## src/rtl/mem_port_arbiter_if.sv

```systemverilog
// Bundle between the two requesters, the arbiter and memory port 2.
// master = arbiter view; slave = requesters plus memory view.
interface mem_port_arbiter_if;
    logic        req0_valid;
    logic        req0_ready;
    logic        req0_we;
    logic [31:0] req0_addr;
    logic [31:0] req0_wdata;
    logic        req1_valid;
    logic        req1_ready;
    logic        req1_we;
    logic [31:0] req1_addr;
    logic [31:0] req1_wdata;
    logic        resp0_valid;
    logic [31:0] resp0_rdata;
    logic        resp0_err;
    logic        resp1_valid;
    logic [31:0] resp1_rdata;
    logic        resp1_err;
    logic [31:0] mem_address;
    logic [31:0] mem_wdata;
    logic        mem_write_enable;
    logic [31:0] mem_rdata;
    logic        busy;

    modport master (
        input  req0_valid, req0_we, req0_addr, req0_wdata,
        input  req1_valid, req1_we, req1_addr, req1_wdata,
        input  mem_rdata,
        output req0_ready, req1_ready,
        output resp0_valid, resp0_rdata, resp0_err,
        output resp1_valid, resp1_rdata, resp1_err,
        output mem_address, mem_wdata, mem_write_enable, busy
    );

    modport slave (
        output req0_valid, req0_we, req0_addr, req0_wdata,
        output req1_valid, req1_we, req1_addr, req1_wdata,
        output mem_rdata,
        input  req0_ready, req1_ready,
        input  resp0_valid, resp0_rdata, resp0_err,
        input  resp1_valid, resp1_rdata, resp1_err,
        input  mem_address, mem_wdata, mem_write_enable, busy
    );
endinterface

```

## src/rtl/mem_port_arbiter.sv

```systemverilog
// Round-robin arbiter serialising CPU and loader accesses onto memory port 2.
//   state  | meaning
//   IDLE   | grant a requester, accept one request
//   ACCESS | drive address/data, pulse write enable once
//   WAIT   | hold address while read latency counts down
//   RESP   | one-cycle response pulse to the owner
module mem_port_arbiter #(
    parameter int NUM_BYTES        = 64,
    parameter int MEM_READ_LATENCY = 1
) (
    input  logic                  clk,
    input  logic                  rst_n,
    mem_port_arbiter_if.master    bus
);
    typedef enum logic [1:0] {IDLE, ACCESS, WAIT, RESP} state_t;

    localparam logic [31:0] MAX_ADDR = 32'(NUM_BYTES - 4);
    localparam logic [1:0]  LAT      = 2'(MEM_READ_LATENCY);

    state_t      state, state_nxt;
    logic        last_grant;
    logic        owner_q, we_q, err_q;
    logic [31:0] addr_q, wdata_q, rdata_q;
    logic [1:0]  cnt_q;

    logic        grant, ready0, ready1, hs, hs_we, hs_err, in_access;
    logic [31:0] hs_addr, hs_wdata;

    always_comb begin
        grant = 1'b0;
        if (bus.req0_valid && bus.req1_valid)
            grant = ~last_grant;
        else if (bus.req1_valid)
            grant = 1'b1;

        ready0   = (state == IDLE) && bus.req0_valid && !grant;
        ready1   = (state == IDLE) && bus.req1_valid && grant;
        hs       = ready0 || ready1;
        hs_we    = grant ? bus.req1_we    : bus.req0_we;
        hs_addr  = grant ? bus.req1_addr  : bus.req0_addr;
        hs_wdata = grant ? bus.req1_wdata : bus.req0_wdata;
        hs_err   = (hs_addr[1:0] != 2'b00) || (hs_addr > MAX_ADDR);

        state_nxt = state;
        case (state)
            IDLE:    if (hs) state_nxt = ACCESS;
            ACCESS:  state_nxt = (we_q || err_q || (LAT == 2'd0)) ? RESP : WAIT;
            WAIT:    if (cnt_q == 2'd1) state_nxt = RESP;
            RESP:    state_nxt = IDLE;
            default: state_nxt = IDLE;
        endcase

        in_access            = (state == ACCESS) || (state == WAIT);
        bus.req0_ready       = ready0;
        bus.req1_ready       = ready1;
        bus.mem_address      = in_access ? addr_q  : 32'd0;
        bus.mem_wdata        = in_access ? wdata_q : 32'd0;
        bus.mem_write_enable = (state == ACCESS) && we_q && !err_q;
        bus.resp0_valid      = (state == RESP) && !owner_q;
        bus.resp1_valid      = (state == RESP) && owner_q;
        bus.resp0_rdata      = bus.resp0_valid ? rdata_q : 32'd0;
        bus.resp1_rdata      = bus.resp1_valid ? rdata_q : 32'd0;
        bus.resp0_err        = bus.resp0_valid && err_q;
        bus.resp1_err        = bus.resp1_valid && err_q;
        bus.busy             = (state != IDLE);
    end

    always_ff @(posedge clk or negedge rst_n) begin
        if (!rst_n)
            state <= IDLE;
        else
            state <= state_nxt;
    end

    // rdata_q is cleared at accept so writes and errored accesses answer with 0
    always_ff @(posedge clk or negedge rst_n) begin
        if (!rst_n) begin
            last_grant <= 1'b1;
            owner_q    <= 1'b0;
            we_q       <= 1'b0;
            err_q      <= 1'b0;
            addr_q     <= 32'd0;
            wdata_q    <= 32'd0;
            rdata_q    <= 32'd0;
            cnt_q      <= 2'd0;
        end else begin
            if (hs) begin
                owner_q    <= grant;
                last_grant <= grant;
                we_q       <= hs_we;
                err_q      <= hs_err;
                addr_q     <= hs_addr;
                wdata_q    <= hs_wdata;
                rdata_q    <= 32'd0;
            end
            if ((state == ACCESS) && !we_q && !err_q) begin
                if (LAT == 2'd0)
                    rdata_q <= bus.mem_rdata;
                else
                    cnt_q <= LAT;
            end
            if (state == WAIT) begin
                cnt_q <= cnt_q - 2'd1;
                if (cnt_q == 2'd1)
                    rdata_q <= bus.mem_rdata;
            end
        end
    end
endmodule

```

## src/flat_wrapper.sv

```systemverilog
// flat-port wrapper written by rule: the top's interface ports become plain ports
module mem_port_arbiter_flat 
#(
    parameter int NUM_BYTES        = 64,
    parameter int MEM_READ_LATENCY = 1
)
  (clk, rst_n, bus_req0_valid, bus_req0_we, bus_req0_addr, bus_req0_wdata, bus_req1_valid, bus_req1_we, bus_req1_addr, bus_req1_wdata, bus_mem_rdata, bus_req0_ready, bus_req1_ready, bus_resp0_valid, bus_resp0_rdata, bus_resp0_err, bus_resp1_valid, bus_resp1_rdata, bus_resp1_err, bus_mem_address, bus_mem_wdata, bus_mem_write_enable, bus_busy);
  mem_port_arbiter_if bus_i ();
  input  logic clk;
  input  logic rst_n;
  input wire logic [$bits(bus_i.req0_valid)-1:0] bus_req0_valid;
  input wire logic [$bits(bus_i.req0_we)-1:0] bus_req0_we;
  input wire logic [$bits(bus_i.req0_addr)-1:0] bus_req0_addr;
  input wire logic [$bits(bus_i.req0_wdata)-1:0] bus_req0_wdata;
  input wire logic [$bits(bus_i.req1_valid)-1:0] bus_req1_valid;
  input wire logic [$bits(bus_i.req1_we)-1:0] bus_req1_we;
  input wire logic [$bits(bus_i.req1_addr)-1:0] bus_req1_addr;
  input wire logic [$bits(bus_i.req1_wdata)-1:0] bus_req1_wdata;
  input wire logic [$bits(bus_i.mem_rdata)-1:0] bus_mem_rdata;
  output wire logic [$bits(bus_i.req0_ready)-1:0] bus_req0_ready;
  output wire logic [$bits(bus_i.req1_ready)-1:0] bus_req1_ready;
  output wire logic [$bits(bus_i.resp0_valid)-1:0] bus_resp0_valid;
  output wire logic [$bits(bus_i.resp0_rdata)-1:0] bus_resp0_rdata;
  output wire logic [$bits(bus_i.resp0_err)-1:0] bus_resp0_err;
  output wire logic [$bits(bus_i.resp1_valid)-1:0] bus_resp1_valid;
  output wire logic [$bits(bus_i.resp1_rdata)-1:0] bus_resp1_rdata;
  output wire logic [$bits(bus_i.resp1_err)-1:0] bus_resp1_err;
  output wire logic [$bits(bus_i.mem_address)-1:0] bus_mem_address;
  output wire logic [$bits(bus_i.mem_wdata)-1:0] bus_mem_wdata;
  output wire logic [$bits(bus_i.mem_write_enable)-1:0] bus_mem_write_enable;
  output wire logic [$bits(bus_i.busy)-1:0] bus_busy;
  assign bus_i.req0_valid = bus_req0_valid;
  assign bus_i.req0_we = bus_req0_we;
  assign bus_i.req0_addr = bus_req0_addr;
  assign bus_i.req0_wdata = bus_req0_wdata;
  assign bus_i.req1_valid = bus_req1_valid;
  assign bus_i.req1_we = bus_req1_we;
  assign bus_i.req1_addr = bus_req1_addr;
  assign bus_i.req1_wdata = bus_req1_wdata;
  assign bus_i.mem_rdata = bus_mem_rdata;
  assign bus_req0_ready = bus_i.req0_ready;
  assign bus_req1_ready = bus_i.req1_ready;
  assign bus_resp0_valid = bus_i.resp0_valid;
  assign bus_resp0_rdata = bus_i.resp0_rdata;
  assign bus_resp0_err = bus_i.resp0_err;
  assign bus_resp1_valid = bus_i.resp1_valid;
  assign bus_resp1_rdata = bus_i.resp1_rdata;
  assign bus_resp1_err = bus_i.resp1_err;
  assign bus_mem_address = bus_i.mem_address;
  assign bus_mem_wdata = bus_i.mem_wdata;
  assign bus_mem_write_enable = bus_i.mem_write_enable;
  assign bus_busy = bus_i.busy;
  mem_port_arbiter #(.NUM_BYTES(NUM_BYTES), .MEM_READ_LATENCY(MEM_READ_LATENCY)) u_core (.clk(clk), .rst_n(rst_n), .bus(bus_i));
endmodule
```

## config.mk

```make
export PLATFORM = sky130hd
export DESIGN_NAME = mem_port_arbiter_flat
export DESIGN_NICKNAME = d
export VERILOG_FILES = /design/src/rtl/mem_port_arbiter_if.sv /design/src/rtl/mem_port_arbiter.sv /design/src/flat_wrapper.sv
export SDC_FILE = /design/constraint.sdc
export NUM_CORES = 1
export LEC_CHECK = 0
export ABC_AREA = 1
export CAP_MARGIN = 20
export CORE_ASPECT_RATIO = 1.5
export CORE_MARGIN = 1
export CORE_UTILIZATION = 44
export DETAILED_ROUTE_END_ITERATION = 8
export GPL_ROUTABILITY_DRIVEN = 0
export PLACE_DENSITY = 0.87
export SETUP_SLACK_MARGIN = 0.15
export SYNTH_ARGS = -nofsm -noshare
export SYNTH_HDL_FRONTEND = slang
export SYNTH_SLANG_ARGS = --single-unit
export TNS_END_PERCENT = 50
```

## constraint.sdc

```tcl
create_clock -name clk -period 5 [get_ports clk]
set_input_delay 1 -clock clk [delete_from_list [all_inputs] [get_ports clk]]
set_output_delay 1 -clock clk [all_outputs]
set_load 0.01 [all_outputs]
```

==> metrics.md, run 1 <==
| Metric | Value |
|---|---|
| Status | completed |
| Most common cell in the netlist | nand2_1 |
| H-tree Lvls | 3 |
| CTS tree | done |
| Setup slack at placement | 1.07 ns |
| Antenna viol nets, final | 0 |
| First-pass GRT wire length | 29100 um |
| Initial Util | 0.456 |
| Netlist Area Pre-Place | 5990 um2 |
| Dominant synthesized flop cell | dfrtp_1 |
| CTS Sinks | 104 |
| DR WL/cell | 14.1 um |
| Placeable Area | 13100 um2 |
| Die W | 97.3 um |
| GRT Total Usage | 0.257 |
| Fin cells | 1267 |
| Placed cells | 1250 |
| Worst setup EP type | output pin |
| Area leader, netlist | dfrtp_1 |
| Max-Slew Margin vs Limit | 0.387 |
| Remaining DRCs | 0 |
| Net Count, Synth | 1003 |
| Syn Area/Cell | 7.21 um2 |
| Worst VDD drop | 0.000344 V |
| Detailed Routing Iterations Pass 1 | 6 |
| Unique masters post-synth | 24 |
| Die area | 14100 um2 |
| Multi-input gate area | 2590 um2 |
| Fmax | 256 MHz |
| Largest net degree at the start of global routing | 69 |
| Sequential cell area fraction in the yosys report | 0.435 |
| Period minus WS final | 3.91 ns |
| Share of cells above drive strength 1 | 0.0298 |
| RSZ-0062 raised after global routing | false |
| Crit start category | input port |
| Hold Vio Cnt, Final | 0 |
| DRT iter0 DRCs | 213 |
| Hold_buf cts | 0 |
| Power per cell area | 528 nW/um2 |
| Setup TNS | 0 ns |
| Vias in the first global route | 5968 |
| Ant diodes | 0 |
| Area share of the largest cell type after synthesis | 0.430 |
| Die height | 145 um |
| Layout area overhead | 55.3% |
| CTS Buffer Depth | 2 |
| Worst Tran Pin Value | 0.919 ns |
| Final Cycle Share | 0.782 |
| Hold_sp | u_core.last_grant |
| Ports | 302 |
| Hold WC Path Type | reg2reg |
| Leakage | 4.76 nW |
| Crit path DAT | 2.91 ns |
| WL final | 17900 um |
| Initial antenna violation count | 0 |
| Critical path class | in2out |
| Fillers | 1088 |
| Final Max Slew Viols | 0 |
| Maxcap violations | 0 |
| Reg-to-Reg Start | u_core.last_grant |
| Final WS setup | 1.09 ns |
| Top post-synthesis cells by area | dfrtp_1 43%, nand2_1 15%, inv_1 8.7% |
| Detailed placement HPWL | 13700 um |
| Total CTS buffers | 9 |
| Clock transition at the registers of the reported paths | 0.07 ns |
| Worst Path Max Fanout | 27 |
| Synth warn | 0 |
| Nets | 1275 |
| EDFF count, synth | 0 |
| Mapped Cells | 831 |
| FP Rows | 51 |
| Vias post-DR | 6179 |
| CP Launch Point | bus_req0_valid |
| Port Buf Inserts | 301 |
| CTS-repair resized insts | 0 |
| Final setup fails | 0 |
| Synthesized flop and latch total | 104 |
| Gr ovfl total | 0 |
| Worst skew pair latency | 0.33 ns |
| Post-CTS setup buffer count | 0 |
| Footprint of the flip-flops and latches | 2600 um2 |
| CTS Root Cell | clkbuf_16 |
| Worst EP required | 4.00 ns |
| Vias per cell | 4.88 |
| Ys async rst share | 1.00 |
| Top post-synthesis cells by count | 243 x nand2_1, 139 x inv_1, 103 x dfrtp_1 |
| Final clock skew | 0.00656 ns |
## power breakdown
group	internal, W	total, W	switching [W]
logic	0.00126	0.00278	0.00153
clock network	0.000353	0.000660	0.000307
registers	0.00125	0.00147	0.000219
total	0.00286	0.00491	0.00205
## cell families (layout without fill, tap and decap cells)
group,after synthesis,count (layout),share of synthesized area
flip-flops,104,104,0.435
adder cells (fa/ha/maj),6,6,0.0125
AO/OA/AOI/OAI,76,76,0.0652
buffers and inverters,192,469,0.135
AND/OR/NAND/NOR,416,416,0.291
multiplexers,37,37,0.0618
## final timing paths
| kind | end | slack (ns) | cells after the start |
|---|---|---|---|
| setup reg to reg | u_core.err_q | 2.38 | 10 |
| setup / recovery | bus_req0_ready | 1.09 | 6 |
| hold / removal | u_core.last_grant | 0.48 | 2 |
| min in group asynchronous | u_core.addr_q[13] | 0.76 | 1 |
| hold reg to reg | u_core.last_grant | 0.48 | 2 |
| max in group asynchronous | u_core.addr_q[22] | 3.19 | 2 |
## routing by layer
layer / vias to the layer above / track usage / wire [um]
li1: 3074 / - / -
met1: 2842 / 0.289 / 6880
met2: 220 / 0.470 / 9480
met3: 43 / 0.0381 / 804
met4: 0 / 0.118 / 704
met5: - / 0 / 0
## metrics by stage
stage	instance area (um2)	total power, W	util	hold WS, ns
6_report	9300	0.00491	0.708	0.477
5_1_grt	9300	0.00530	0.708	0.508
4_1_cts	9290	0.00495	0.707	0.481
3_5_place_dp	9010	0.00428	0.686	0.465
3_3_place_gp	9010	0.00421	0.686	0.467
2_1_floorplan	5990	0.00298	-	0.449
## layout by cell type (no fill, tap or decap), types with 2 or more instances in the layout
| cell type | count |
|---|---|
| nor2_1 | 79 |
| clkbuf_16 | 9 |
| buf_4 | 13 |
| ha_1 | 5 |
| inv_1 | 139 |
| mux2i_1 | 37 |
| dfrtp_1 | 103 |
| o21ai_1 | 31 |
| clkinv_4 | 2 |
| a21oi_1 | 3 |
| nand2_1 | 243 |
| o21ai_0 | 38 |
| clkbuf_1 | 2 |
| nand3_1 | 69 |
| nand3b_1 | 22 |
| clkdlybuf4s50_1 | 300 |
## sequential cells by signal, indices dropped and copies added, names as in the netlist
signal	cells
u_core.addr_q	32
u_core.wdata_q	32
u_core.state	2
u_core.last_grant	1
u_core.we_q	1
u_core.err_q	1
u_core.owner_q	1
u_core.rdata_q	32
u_core.cnt_q	2
## critical path: stages
cell and delay (ns):
clkdlybuf4s50_1 0.61, nand2_2 0.38, nand2_4 0.20, nand2_1 0.08, nor2_1 0.08, clkdlybuf4s50_1 0.56
## cell type report
type / count / area share
timing repair buffer: 314 / 0.335
sequential: 104 / 0.280
multi-input combinational: 535 / 0.278
inverter: 139 / 0.0561
clock buffer: 12 / 0.0265
tap: 159 / 0.0214
clock inverter: 4 / 0.00323
(Power assumes the default switching activity.)
==> run 2, diff against run 1 <==
CORE_UTILIZATION = 37   (was 44)
PLACE_DENSITY = 0.78   (was 0.87)
clock period = 3.21 ns   (was 5 ns; I/O delays follow)
==> run 2 against run 1 <==
Compared with the run above: cell area is 1.2% higher; critical endpoint is now bus_mem_address[20]; core utilization is 11 points lower; hold slack worse by 0.17 ns; sequential power is 56% higher; power is 58% higher; setup slack worse by 0.81 ns.
==> metrics.md, run 2 (synthesis gave the netlist of run 1 again) <==
| Metric | Value |
|---|---|
| Status | completed |
| Die W | 106 um |
| Hold WC Path Type | in2async |
| DR WL/cell | 14.1 um |
| Worst VDD drop | 0.000422 V |
| Share of cells above drive strength 1 | 0.0307 |
| Clock transition at the registers of the reported paths | 0.07 ns |
| Fmax | 341 MHz |
| Maxcap violations | 0 |
| First-pass GRT wire length | 28800 um |
| Hold Vio Cnt, Final | 0 |
| Gr ovfl total | 0 |
| Reg2reg setup slack | 1.27 ns |
| Fillers | 1488 |
| Remaining DRCs | 0 |
| Commonest cells after routing, fill and taps aside | 300 x clkdlybuf4s50_1, 243 x nand2_1, 139 x inv_1, 103 x dfrtp_1, 79 x nor2_1 |
| Final Max Slew Viols | 0 |
| Largest net degree at the start of global routing | 74 |
| DRT iter0 DRCs | 270 |
| Ports | 302 |
| Leading cell type in the layout, fill and taps excluded | clkdlybuf4s50_1 |
| Ant diodes | 0 |
| Vias post-DR | 6125 |
| Worst Tran Pin Value | 0.663 ns |
| Antenna viol nets, final | 0 |
| Setup TNS | 0 ns |
| Critical path class | reg2out |
| Placeable Area | 15800 um2 |
| H-tree Lvls | 3 |
| Crit path DAT | 2.29 ns |
| Worst EP required | 2.57 ns |
| CTS Buffer Depth | 2 |
| Final Cycle Share | 0.912 |
| Initial antenna violation count | 0 |
| Nets | 1277 |
| RSZ-0062 raised after global routing | false |
| WL final | 18500 um |
| Critical path's slowest cell | clkdlybuf4s50_1 |
| Worst Path Max Fanout | 29 |
| Critical Path, Cell by Cell | inv_1 > ha_2 > buf_4 > nand2_1 > inv_1 > clkdlybuf4s50_1 |
| Die height | 158 um |
| Final clock skew | 0.00996 ns |
| Power per cell area | 826 nW/um2 |
| Worst skew pair latency | 0.34 ns |
| Largest registers | u_core.addr_q x32, u_core.rdata_q x32, u_core.wdata_q x32 |
| FP Rows | 56 |
| Vias in the first global route | 5856 |
| Area after DPL | 9130 um2 |
| Worst stage delay on the critical path | 0.56 ns |
| Most used cell, CP | inv_1 |
| Worst setup EP type | output pin |
| CP Launch Point | u_core.state[0] |
| Detailed Routing Iterations Pass 1 | 4 |
| Layout area overhead | 57.2% |
| Crit start category | flop |
| Final setup fails | 0 |
| Max-Slew Margin vs Limit | 0.558 |
| Total CTS buffers | 9 |
| Detailed placement HPWL | 13900 um |
| Multi-input gate area | 2590 um2 |
| CTS Sinks | 104 |
| Vias per cell | 4.67 |
| Footprint of the flip-flops and latches | 2600 um2 |
| Reg-to-Reg Start | u_core.last_grant |
| Design area | 9420 um2 |
| GRT Total Usage | 0.220 |
| Die area | 16700 um2 |
| WHS | 0.310 ns |
| Port Buf Inserts | 301 |
| CTS tree | done |
| Leakage | 4.79 nW |
| Period minus WS final | 2.93 ns |
| CTS Root Cell | clkbuf_16 |
| Initial Util | 0.380 |
[run 2: changes by cell type in the layout (fill, tap and decap cells not counted), sizes merged]
cell    previous run  this run
bufinv             0         1
buf               14        16
clkbuf            12        11
inv              139       140
clkinv             3         1
[run 2: metal layers]
| metal | global-route usage | vias to the layer above | routed length, um |
|---|---|---|---|
| li1 | - | 3076 | - |
| met1 | 0.250 | 2790 | 7120 |
| met2 | 0.409 | 226 | 9830 |
| met3 | 0.0354 | 33 | 1040 |
| met4 | 0.0853 | 0 | 531 |
| met5 | 0 | - | 0 |
[run 2: stage by stage]
stage / setup WS [ns] / power, W / cells / util
2_1_floorplan: 1.11 / 0.00465 / 831 / -
5_1_grt: 0.185 / 0.00840 / 1312 / 0.597
4_1_cts: 0.216 / 0.00787 / 1312 / 0.597
6_report: 0.282 / 0.00778 / 1312 / 0.597
3_3_place_gp: 0.395 / 0.00663 / 1297 / 0.579
3_5_place_dp: 0.371 / 0.00673 / 1297 / 0.579
[run 2: final timing paths]
| check | end | depth (start not counted) |
|---|---|---|
| hold reg to reg | u_core.last_grant | 2 |
| hold / removal | u_core.rdata_q[22] | 1 |
| setup reg to reg | u_core.err_q | 10 |
| min in group clk | u_core.last_grant | 2 |
| max in group asynchronous | u_core.wdata_q[10] | 2 |
| setup / recovery | bus_mem_address[20] | 6 |
[run 2: critical path, delay by kind of cell (launching register included)]
family,cells,cell delay [ns]
buffers and inverters,4,1.04
flip-flops,1,0.43
adder cells (fa/ha/maj),1,0.34
AND/OR/NAND/NOR,1,0.12
[run 2: area by class of cell]
type | instances | share of cell area
well taps | 203 | 0.0270
clock inverters | 4 | 0.00584
flip-flops and latches | 104 | 0.276
multi-input cells | 535 | 0.275
inverters | 139 | 0.0554
clock buffers | 11 | 0.0247
repair buffers | 316 | 0.336
[run 2: repair_timing]
item,CTS,global route
buffers inserted,0,0
setup endpoints to repair,0,22
gates resized for setup,0,1
hold buffers,0,0
[run 2: report_power, final]
group          internal (W)  switching, W
clock network      0.000606      0.000488
registers           0.00195      0.000353
logic               0.00199       0.00240
total               0.00455       0.00324
==> run 3, diff against run 2 <==
CORE_ASPECT_RATIO = 1.25   (was 1.5)
==> run 3 against run 2 <==
Compared with the run above: fmax up 0.18%; critical path depth unchanged; count of clock-buffer cells in the layout down 1; power up 1.0%; register-to-register slack about the same.
==> metrics.md, run 3 (synthesis gave the netlist of run 1 again) <==
| Metric | Value |
|---|---|
| Final setup fails | 0 |
| Buf/Inv on CP | 2 |
| Die area | 16700 um2 |
| Initial antenna violation count | 0 |
| GRT Total Usage | 0.213 |
| Top delay family on crit path | buffers and inverters |
| CTS tree | done |
| Final clock skew | 0.0120 ns |
| Worst Reg-to-Reg Cells | 10 |
| Critical path's slowest cell | clkdlybuf4s50_1 |
| Fmax | 342 MHz |
| Period minus WS final | 2.92 ns |
| Largest net degree at the start of global routing | 105 |
| Detailed placement HPWL | 13300 um |
| Most used cell, CP | clkdlybuf4s50_1 |
| Nets | 1276 |
| Placeable Area | 15700 um2 |
| Die height | 144 um |
| H-tree Lvls | 3 |
| DRT iter0 DRCs | 368 |
| Layout area overhead | 57.9% |
| Setup TNS | 0 ns |
| Ports | 302 |
| Vias per cell | 4.56 |
| Total CTS buffers | 9 |
| Port Buf Inserts | 301 |
| Ant diodes | 0 |
| Antenna viol nets, final | 0 |
| Worst Tran Pin Value | 0.586 ns |
| Hold Vio Cnt, Final | 0 |
| Crit start category | input port |
| Largest registers | u_core.addr_q x32, u_core.rdata_q x32, u_core.wdata_q x32 |
| DR WL/cell | 13.6 um |
| Power per cell area | 831 nW/um2 |
| Final Max Slew Viols | 0 |
| RSZ-0062 raised after global routing | false |
| Reg2reg setup slack | 1.28 ns |
| Reg2reg end | u_core.err_q |
| Remaining DRCs | 0 |
| Placed cells | 1305 |
| Gr ovfl total | 0 |
| Status | completed |
| Detailed Routing Iterations Pass 1 | 4 |
| Maxcap violations | 0 |
| Vias post-DR | 6024 |
| Area after DPL | 9160 um2 |
| Worst setup EP type | output pin |
| Worst VDD drop | 0.000485 V |
| Leading cell type in the layout, fill and taps excluded | clkdlybuf4s50_1 |
| Die W | 116 um |
| CTS Root Cell | clkbuf_16 |
| Commonest cells after routing, fill and taps aside | 300 x clkdlybuf4s50_1, 243 x nand2_1, 139 x inv_1, 103 x dfrtp_1, 79 x nor2_1 |
| Share of cells above drive strength 1 | 0.0316 |
| Hold WC Path Type | in2async |
| Fin cells | 1321 |
| Worst skew pair latency | 0.35 ns |
| Leakage | 4.79 nW |
| Clock transition at the registers of the reported paths | 0.07 ns |
| WL final | 18000 um |
| Final Cycle Share | 0.911 |
| Design area | 9460 um2 |
| Critical Path, Cell by Cell | clkdlybuf4s50_1 > nand2_2 > nand2_4 > nand2_1 > nor2_1 > clkdlybuf4s50_1 |
| Total chip power | 0.00786 W |
| WHS | 0.349 ns |
| Worst stage delay on the critical path | 0.60 ns |
| CTS Buffer Depth | 2 |
| Worst Path Max Fanout | 4 |
| Critical path class | in2out |
| Worst EP required | 2.57 ns |
| Initial Util | 0.382 |
| Hold_buf cts | 0 |
| Reg-to-Reg Start | u_core.last_grant |
| First-pass GRT wire length | 27600 um |
| FP Rows | 51 |
| Crit path DAT | 2.28 ns |
| CTS Sinks | 104 |
| Max-Slew Margin vs Limit | 0.609 |
| Vias in the first global route | 5615 |
run 3: changes by cell type in the layout (fill, tap and decap cells not counted):
| cell | delta |
|---|---|
| clkinv_2 | +1 |
| clkinvlp_4 | +1 |
| ha_4 | +1 |
| buf_12 | +2 |
| clkbuf_1 | -1 |
| buf_4 | -2 |
| ha_2 | -1 |
| buf_6 | -1 |
run 3: area by class of cell:
cell class / count / area (um2)
Fill cell: 1425 / 6230
Timing Repair Buffer: 315 / 3180
Sequential cell: 104 / 2600
Multi-Input combinational cell: 535 / 2600
Inverter: 139 / 522
Tap cell: 212 / 265
Clock buffer: 10 / 229
Clock inverter: 6 / 67.6
run 3: worst max-delay path by stage:
stage	start	end	slack, ns	cells past startpoint
after floorplan	u_core.state[0]	bus_mem_address[0]	1.11	6
after global placement	bus_req0_valid	bus_req0_ready	0.34	6
after detailed placement	bus_req0_valid	bus_req0_ready	0.30	6
after CTS	bus_req0_valid	bus_req0_ready	0.30	6
after global routing	u_core.state[0]	bus_mem_address[15]	0.20	6
final	bus_req0_valid	bus_req0_ready	0.29	6
run 3: stage by stage:
stage | utilization | setup WS [ns]
6_report | 0.603 | 0.287
3_5_place_dp | 0.583 | 0.299
5_1_grt | 0.603 | 0.202
2_1_floorplan | - | 1.11
3_3_place_gp | 0.583 | 0.338
4_1_cts | 0.603 | 0.297
run 3: per-layer routing:
metal  track usage  vias up  wire length (um)
li1              -     3074                 -
met1         0.251     2695              7200
met2         0.379      226              9100
met3        0.0490       29              1290
met4        0.0682        0               376
met5             0        -                 0
run 3: power by group:
group          internal, W  switching (W)
clock network     0.000609       0.000505
logic              0.00208        0.00239
registers          0.00195       0.000338
run 3: what timing repair did:
item                                   4_1_cts  5_1_grt
gates resized for setup                      1        0
setup endpoints to repair                    5        0
buffers inserted                             0        0
endpoints found under the hold margin        0        0
